<file path="config.mk">
export PLATFORM = sky130hd
export DESIGN_NAME = pc_redirect_unit_flat
export DESIGN_NICKNAME = d
export VERILOG_FILES = /design/src/rtl/pc_redirect_unit_pkg.sv /design/src/rtl/pc_redirect_unit_if.sv /design/src/rtl/pc_redirect_unit_pc_next_sel.sv /design/src/rtl/pc_redirect_unit.sv /design/src/flat_wrapper.sv
export SDC_FILE = /design/constraint.sdc
export NUM_CORES = 1
export LEC_CHECK = 0
export ABC_AREA = 1
export BUFFER_PORTS_ARGS = -buffer_cell sky130_fd_sc_hd__buf_2
export CAP_MARGIN = 10
export CORE_MARGIN = 2
export CORE_UTILIZATION = 45
export CTS_CLUSTER_DIAMETER = 200
export CTS_CLUSTER_SIZE = 14
export DETAILED_ROUTE_END_ITERATION = 10
export PLACE_DENSITY = 0.75
export SLEW_MARGIN = 10
export SYNTH_ARGS = -nofsm -noshare
export SYNTH_HDL_FRONTEND = slang
export SYNTH_HIERARCHICAL = 1
export SYNTH_SLANG_ARGS = --single-unit
</file>
<file path="constraint.sdc">
create_clock -name clk -period 4.5 [get_ports clk]
set_clock_uncertainty 0.15 [all_clocks]
set_input_delay 0.45 -clock clk [delete_from_list [all_inputs] [get_ports clk]]
set_output_delay 0.45 -clock clk [all_outputs]
set_load 0.1 [all_outputs]
</file>
<file path="src/rtl/pc_redirect_unit_pkg.sv">
// Shared definitions for the fetch-side PC redirect unit: FSM encoding,
// next-PC select codes, reset PC default and opcodes shared with the controller.
package pc_redirect_unit_pkg;

  localparam int          XLEN_DEFAULT     = 32;
  localparam logic [31:0] RESET_PC_DEFAULT = 32'h0000_0000;

  localparam logic [6:0] OP_BRANCH = 7'b1100011;
  localparam logic [6:0] OP_JAL    = 7'b1101111;
  localparam logic [6:0] OP_JALR   = 7'b1100111;

  typedef enum logic [1:0] {
    ST_BOOT       = 2'd0,
    ST_RUN        = 2'd1,
    ST_HOLD_REDIR = 2'd2,
    ST_HALT       = 2'd3
  } state_e;

  typedef enum logic [1:0] {
    PC_SEL_HOLD    = 2'd0,
    PC_SEL_INC     = 2'd1,
    PC_SEL_TARGET  = 2'd2,
    PC_SEL_PENDING = 2'd3
  } pc_sel_e;

  function automatic logic is_misaligned(input logic [1:0] lsbs);
    return lsbs != 2'b00;
  endfunction

endpackage

</file>
<file path="src/rtl/pc_redirect_unit_if.sv">
// Instruction-fetch request bus between the PC redirect unit (master)
// and instruction memory (slave).
interface pc_redirect_unit_if #(
  parameter int XLEN = 32
);

  logic            imem_req;
  logic            imem_ready;
  logic [XLEN-1:0] PC;
  logic [XLEN-1:0] PCPlus4;

  modport master (
    output imem_req,
    output PC,
    output PCPlus4,
    input  imem_ready
  );

  modport slave (
    input  imem_req,
    input  PC,
    input  PCPlus4,
    output imem_ready
  );

endinterface

</file>
<file path="src/rtl/pc_redirect_unit_pc_next_sel.sv">
// Combinational next-PC mux: hold, sequential +4, execute target or the
// target parked while an outstanding fetch completes.
module pc_redirect_unit_pc_next_sel
  import pc_redirect_unit_pkg::*;
#(
  parameter int XLEN = XLEN_DEFAULT
) (
  input  pc_sel_e         i_sel,
  input  logic [XLEN-1:0] i_pc,
  input  logic [XLEN-1:0] i_pc_plus4,
  input  logic [XLEN-1:0] i_target,
  input  logic [XLEN-1:0] i_pending,
  output logic [XLEN-1:0] o_next_pc
);

  always_comb begin
    o_next_pc = i_pc;
    unique case (i_sel)
      PC_SEL_HOLD:    o_next_pc = i_pc;
      PC_SEL_INC:     o_next_pc = i_pc_plus4;
      PC_SEL_TARGET:  o_next_pc = i_target;
      PC_SEL_PENDING: o_next_pc = i_pending;
      default:        o_next_pc = i_pc;
    endcase
  end

endmodule

</file>
<file path="src/rtl/pc_redirect_unit.sv">
// Owns the architectural PC, issues fetch requests and applies execute-stage
// redirects, flushing IF/ID and trapping on misaligned targets.
module pc_redirect_unit
  import pc_redirect_unit_pkg::*;
#(
  parameter int              XLEN     = XLEN_DEFAULT,
  parameter logic [XLEN-1:0] RESET_PC = XLEN'(RESET_PC_DEFAULT)
) (
  input  logic                clk,
  input  logic                reset,
  input  logic                stall_i,
  input  logic                ex_valid,
  input  logic                ex_branch,
  input  logic                ex_jump,
  input  logic [XLEN-1:0]     ex_target,
  pc_redirect_unit_if.master  imem,
  output logic                flush_if,
  output logic                flush_id,
  output logic                trap_misaligned,
  output logic                halted,
  output state_e              o_dbg_state
);

  state_e          r_state;
  logic [XLEN-1:0] r_pc;
  logic [XLEN-1:0] r_pending_target;
  logic            r_req_pending;
  logic            r_flush_if;
  logic            r_flush_id;
  logic            r_trap;
  logic            r_halted;

  logic            w_taken;
  logic            w_misaligned;
  logic            w_req;
  logic            w_fire;
  logic            w_req_outstanding;
  logic [XLEN-1:0] w_pc_plus4;
  logic [XLEN-1:0] w_pc_next;
  pc_sel_e         w_pc_sel;

  assign w_taken           = ex_valid & (ex_branch | ex_jump);
  assign w_misaligned      = is_misaligned(ex_target[1:0]);
  assign w_pc_plus4        = r_pc + XLEN'(4);

  // Valid/ready: a request transfers on a cycle where imem_req and imem_ready
  // are both high. Once raised, imem_req and PC hold until that transfer;
  // r_req_pending keeps a stalled request alive and HOLD_REDIR keeps one
  // alive across a redirect.
  assign w_req             = ((r_state == ST_RUN) & (~stall_i | r_req_pending))
                           | (r_state == ST_HOLD_REDIR);
  assign w_fire            = w_req & imem.imem_ready;
  assign w_req_outstanding = w_req & ~imem.imem_ready;

  always_comb begin
    w_pc_sel = PC_SEL_HOLD;
    unique case (r_state)
      ST_RUN: begin
        if (w_taken) begin
          if (!w_misaligned && !w_req_outstanding) w_pc_sel = PC_SEL_TARGET;
        end else if (w_fire) begin
          w_pc_sel = PC_SEL_INC;
        end
      end
      ST_HOLD_REDIR: begin
        // A redirect arriving on the completing cycle beats the parked target.
        if (w_fire && !(w_taken && w_misaligned)) begin
          w_pc_sel = w_taken ? PC_SEL_TARGET : PC_SEL_PENDING;
        end
      end
      default: w_pc_sel = PC_SEL_HOLD;
    endcase
  end

  pc_redirect_unit_pc_next_sel #(
    .XLEN (XLEN)
  ) u_pc_next_sel (
    .i_sel      (w_pc_sel),
    .i_pc       (r_pc),
    .i_pc_plus4 (w_pc_plus4),
    .i_target   (ex_target),
    .i_pending  (r_pending_target),
    .o_next_pc  (w_pc_next)
  );

  always_ff @(posedge clk or posedge reset) begin
    if (reset) begin
      r_state          <= ST_BOOT;
      r_pc             <= RESET_PC;
      r_pending_target <= '0;
      r_req_pending    <= 1'b0;
      r_flush_if       <= 1'b0;
      r_flush_id       <= 1'b0;
      r_trap           <= 1'b0;
      r_halted         <= 1'b0;
    end else begin
      r_pc          <= w_pc_next;
      r_req_pending <= w_req_outstanding;
      r_flush_if    <= 1'b0;
      r_flush_id    <= 1'b0;
      r_trap        <= 1'b0;
      unique case (r_state)
        ST_BOOT: r_state <= ST_RUN;
        ST_RUN: begin
          if (w_taken && w_misaligned) begin
            r_state  <= ST_HALT;
            r_trap   <= 1'b1;
            r_halted <= 1'b1;
          end else if (w_taken) begin
            r_flush_if <= 1'b1;
            r_flush_id <= 1'b1;
            if (w_req_outstanding) begin
              r_pending_target <= ex_target;
              r_state          <= ST_HOLD_REDIR;
            end
          end
        end
        ST_HOLD_REDIR: begin
          if (w_taken && w_misaligned) begin
            r_state  <= ST_HALT;
            r_trap   <= 1'b1;
            r_halted <= 1'b1;
          end else begin
            // Also covers the first RUN cycle, discarding the stale fetch.
            r_flush_if <= 1'b1;
            if (w_taken) begin
              r_flush_id       <= 1'b1;
              r_pending_target <= ex_target;
            end
            if (w_fire) r_state <= ST_RUN;
          end
        end
        default: r_state <= ST_HALT;
      endcase
    end
  end

  assign imem.imem_req   = w_req;
  assign imem.PC         = r_pc;
  assign imem.PCPlus4    = w_pc_plus4;
  assign flush_if        = r_flush_if;
  assign flush_id        = r_flush_id;
  assign trap_misaligned = r_trap;
  assign halted          = r_halted;
  assign o_dbg_state     = r_state;

endmodule

</file>
<file path="src/flat_wrapper.sv">
// flat-port wrapper written by rule: the top's interface ports become plain ports
module pc_redirect_unit_flat import pc_redirect_unit_pkg::*;
#(
  parameter int              XLEN     = XLEN_DEFAULT,
  parameter logic [XLEN-1:0] RESET_PC = XLEN'(RESET_PC_DEFAULT)
)
  (clk, reset, stall_i, ex_valid, ex_branch, ex_jump, ex_target, flush_if, flush_id, trap_misaligned, halted, o_dbg_state, imem_imem_req, imem_PC, imem_PCPlus4, imem_imem_ready);
  pc_redirect_unit_if #(.XLEN(XLEN)) imem_i ();
  input  logic clk;
  input  logic reset;
  input  logic stall_i;
  input  logic ex_valid;
  input  logic ex_branch;
  input  logic ex_jump;
  input  logic [XLEN-1:0] ex_target;
  output logic flush_if;
  output logic flush_id;
  output logic trap_misaligned;
  output logic halted;
  output state_e o_dbg_state;
  output wire logic [$bits(imem_i.imem_req)-1:0] imem_imem_req;
  output wire logic [$bits(imem_i.PC)-1:0] imem_PC;
  output wire logic [$bits(imem_i.PCPlus4)-1:0] imem_PCPlus4;
  input wire logic [$bits(imem_i.imem_ready)-1:0] imem_imem_ready;
  assign imem_imem_req = imem_i.imem_req;
  assign imem_PC = imem_i.PC;
  assign imem_PCPlus4 = imem_i.PCPlus4;
  assign imem_i.imem_ready = imem_imem_ready;
  pc_redirect_unit #(.XLEN(XLEN), .RESET_PC(RESET_PC)) u_core (.clk(clk), .reset(reset), .stall_i(stall_i), .ex_valid(ex_valid), .ex_branch(ex_branch), .ex_jump(ex_jump), .ex_target(ex_target), .imem(imem_i), .flush_if(flush_if), .flush_id(flush_id), .trap_misaligned(trap_misaligned), .halted(halted), .o_dbg_state(o_dbg_state));
endmodule
</file>
==> summary.md <==
| Metric | Value |
|---|---|
| Unrepaired setup endpoints after global routing | false |
| Count of flip-flops with a built-in enable after synthesis | 0 |
| Number of antenna violations at the first check in global routing | 0 |
| Beginning of the worst hold path | ex_target[7] |
| Total inserted antenna cells | 0 |
| Number of vias in the routed layout | 4,618 |
| Port-buffer cells | 109 |
| Crit path capture type | primary output |
| Clock Pin Slew Worst Setup and Hold Paths | 0.09 ns |
| Total of max-cap violations | 0 |
| Die Outline Area | 10,750 um2 |
| Total count of hold-check failures in the final report | 0 |
| Total global routing overflow | 0 |
| Number of synthesized register bits | 71 |
| Biggest area consumer among synthesized cells | sky130_fd_sc_hd__dfrtp_1 |
| Synthesized net count | 646 |
| Clock net sink count | 71 |
| Worst min path class | primary input to flip-flop |
| Pin count of the biggest net entering global routing | 65 |
| Number of global-route vias before repair | 4,529 |
| Total GRT Usage | 0.2541 |
| Max-slew headroom | 0.4691 |
| Yosys warns | 6 |
| Arrival time of the worst setup path | 2.45 ns |
| Achievable clock frequency | 328.1 MHz |
| Worst-Skew Late Latency | 0.36 ns |
| Share of Yosys cell area claimed by the top area cell type | 0.3974 |
| H-tree levels | 3 |
| Post-detailed-routing wire length | 13,530 um |
| Placeable core region | 9729 um2 |
| Post-placement cell area | 4949 um2 |
| Routability Congestion | 0.9877 |
| Cell types occupying the most area after synthesis | sky130_fd_sc_hd__dfrtp_1, sky130_fd_sc_hd__nand2_1, sky130_fd_sc_hd__nand3_1 |
| Critical path startpoint category | flip-flop |
| DR iter-0 viols | 412 |
| Number of clock buffers inserted by TritonCTS | 9 |
| Clock tree root driver cell | sky130_fd_sc_hd__clkbuf_8 |
| Clock Path Buffers | 2 |
| Row Count | 36 |
| Proportion of layout cells with a drive suffix above 1 | 0.2350 |
| Post-synthesis async set-or-reset flop share | 1.000 |
| Beginning of the worst register-to-register path | u_core/o_dbg_state[0] |
| Drt drc | 0 |
| Number of instances resized during post-cts repair | 0 |
| TritonCTS clock tree | done |
| Synthesis-to-finish area growth | 15.31% |
| Synthesized area | 4471 um2 |
| Min cycle time layout | 3.048 ns |
| Sequential fraction of the synthesis area | 0.3974 |
| Post-synthesis area per instance | 7.426 um2 |
| Post-CTS Hold Fix Bufs | 1 |
| Path type of the worst setup path | flip-flop to primary output |
| Final cycle utilization of the critical path | 0.6773 |
| I/O pin total | 110 |
| Post-Syn Instances | 602 |
| Number of search-and-repair iterations in the first detailed-routing pass | 8 |
| Final HPWL DP | 9331 um |
| Number of vias per cell after detailed routing | 5.557 |
| Worst setup path startpoint | u_core/imem.PC[3] |
| Number of nets with antenna violations after routing | 0 |
| Biggest fanout along the worst timing path | 4 |
| Max-slew violation total from the final report | 0 |
| Total Neg Setup Slack | 0 ns |
| Die span in y | 103.7 um |
| Number of distinct library cells after synthesis | 26 |
| Slew at the pin with the worst max-slew slack | 0.7944 ns |
| Summed area of non-filler cells in the final layout | 5155 um2 |
| Finish-stage setup viols | 0 |
| Average wire per standard cell | 16.28 um |
| Horiz. Die Dim | 103.7 um |
| Dominant synthesized flop cell | sky130_fd_sc_hd__dfrtp_1 |
| Result of the run | complete, no violations |
| Initial Util | 0.4595 |
| Data required time at the worst endpoint | 3.90 ns |
| Number of nets in the layout | 738 |
| Post-CTS repair timing setup buffer count | 0 |
| First-pass GRT wire length | 22,180 um |
==> final timing paths <==
path | endpoint | slack, ns | cells past startpoint
max in group asynchronous | u_core/r_pending_target[0] | 2.71 | 4
min in group asynchronous | u_core/r_pending_target[27] | 0.47 | 3
worst min-delay path | u_core/r_pending_target[7] | 0.18 | 3
worst max-delay path | imem_PCPlus4[16] | 1.45 | 6
worst min register to register | u_core/r_pending_target[11] | 0.32 | 2
worst max register to register | u_core/r_pending_target[3] | 1.56 | 9
==> placed cells by master (no fill, tap or decap), types with 10 or more instances in the layout <==
cell type	synthesis	layout
sky130_fd_sc_hd__buf_2	14	109
sky130_fd_sc_hd__clkbuf_8	0	10
sky130_fd_sc_hd__dfrtp_1	71	71
sky130_fd_sc_hd__inv_1	27	26
sky130_fd_sc_hd__nand2_1	187	187
sky130_fd_sc_hd__nand3_1	132	132
sky130_fd_sc_hd__nand3_2	10	10
sky130_fd_sc_hd__nand4_1	34	34
sky130_fd_sc_hd__nor2_1	49	49
sky130_fd_sc_hd__xor2_1	11	11
==> registers in the layout, indices dropped and copies added, names as in the netlist <==
name	flops
u_core/trap_misaligned	1
u_core/halted	1
u_core/flush_if	1
u_core/imem.PC	32
u_core/flush_id	1
u_core/r_pending_target	32
u_core/r_req_pending	1
u_core/o_dbg_state	2
==> stage by stage <==
stage | setup slack [ns] | hold WS, ns | std cells | utilization
6_report | 1.452 | 0.1816 | 831 | 0.5298
5_1_grt | 1.307 | 0.1981 | 831 | 0.5298
4_1_cts | 1.488 | 0.1778 | 831 | 0.5298
3_5_place_dp | 1.613 | 0.2986 | 815 | 0.5086
3_3_place_gp | 1.757 | 0.2994 | 815 | 0.5086
2_1_floorplan | 0.09193 | 0.2925 | 602 | -
==> cell usage after synthesis, types with 2 or more instances <==
master / n
sky130_fd_sc_hd__xnor2_1: 5
sky130_fd_sc_hd__buf_6: 6
sky130_fd_sc_hd__nor2_4: 3
sky130_fd_sc_hd__buf_8: 5
sky130_fd_sc_hd__inv_1: 27
sky130_fd_sc_hd__dfrtp_1: 71
sky130_fd_sc_hd__nand3b_1: 9
sky130_fd_sc_hd__nand3_2: 10
sky130_fd_sc_hd__xor2_1: 11
sky130_fd_sc_hd__a21oi_1: 2
sky130_fd_sc_hd__nand4_1: 34
sky130_fd_sc_hd__ha_1: 5
sky130_fd_sc_hd__nand3_1: 132
sky130_fd_sc_hd__nor2_2: 7
sky130_fd_sc_hd__nor2_1: 49
sky130_fd_sc_hd__buf_4: 8
sky130_fd_sc_hd__inv_2: 6
sky130_fd_sc_hd__nor3_1: 3
sky130_fd_sc_hd__nand2_2: 3
sky130_fd_sc_hd__nand2_1: 187
sky130_fd_sc_hd__buf_2: 14
==> critical path: stages (launching register included) <==
cell                      delay, ns
sky130_fd_sc_hd__dfrtp_1       0.39
sky130_fd_sc_hd__ha_1          0.25
sky130_fd_sc_hd__nand3_1       0.24
sky130_fd_sc_hd__nor2_2        0.25
sky130_fd_sc_hd__nand3_1       0.13
sky130_fd_sc_hd__xnor2_1       0.32
sky130_fd_sc_hd__buf_2         0.50
==> cell families after synthesis <==
group	Yosys count	synth area share
AND/OR/NAND/NOR	439	0.4587
flip-flops	71	0.3974
buffers and inverters	67	0.09320
XOR/XNOR	16	0.03135
adder cells (fa/ha/maj)	5	0.01399
AO/OA/AOI/OAI	4	0.005317
==> final cells by class <==
cell class                      count  area (um2)
Sequential cell                    71        1777
Fill cell                         982        4574
Clock buffer                       10       137.6
Multi-Input combinational cell    464        2298
Timing Repair Buffer              115       593.1
Inverter                           33       123.9
Clock inverter                      5       58.81
Tap cell                          133       166.4
==> per-layer routing <==
layer  track usage  share of wire  vias up
met5             0              0        -
met4        0.1158          0.029        0
met3       0.05538          0.089       43
met2        0.4063           0.46      245
met1        0.3305           0.42     2159
li1              -              -     2171
Power is not shown: default switching activity piles up to over one toggle a cycle in this logic, so the estimate is an artifact.
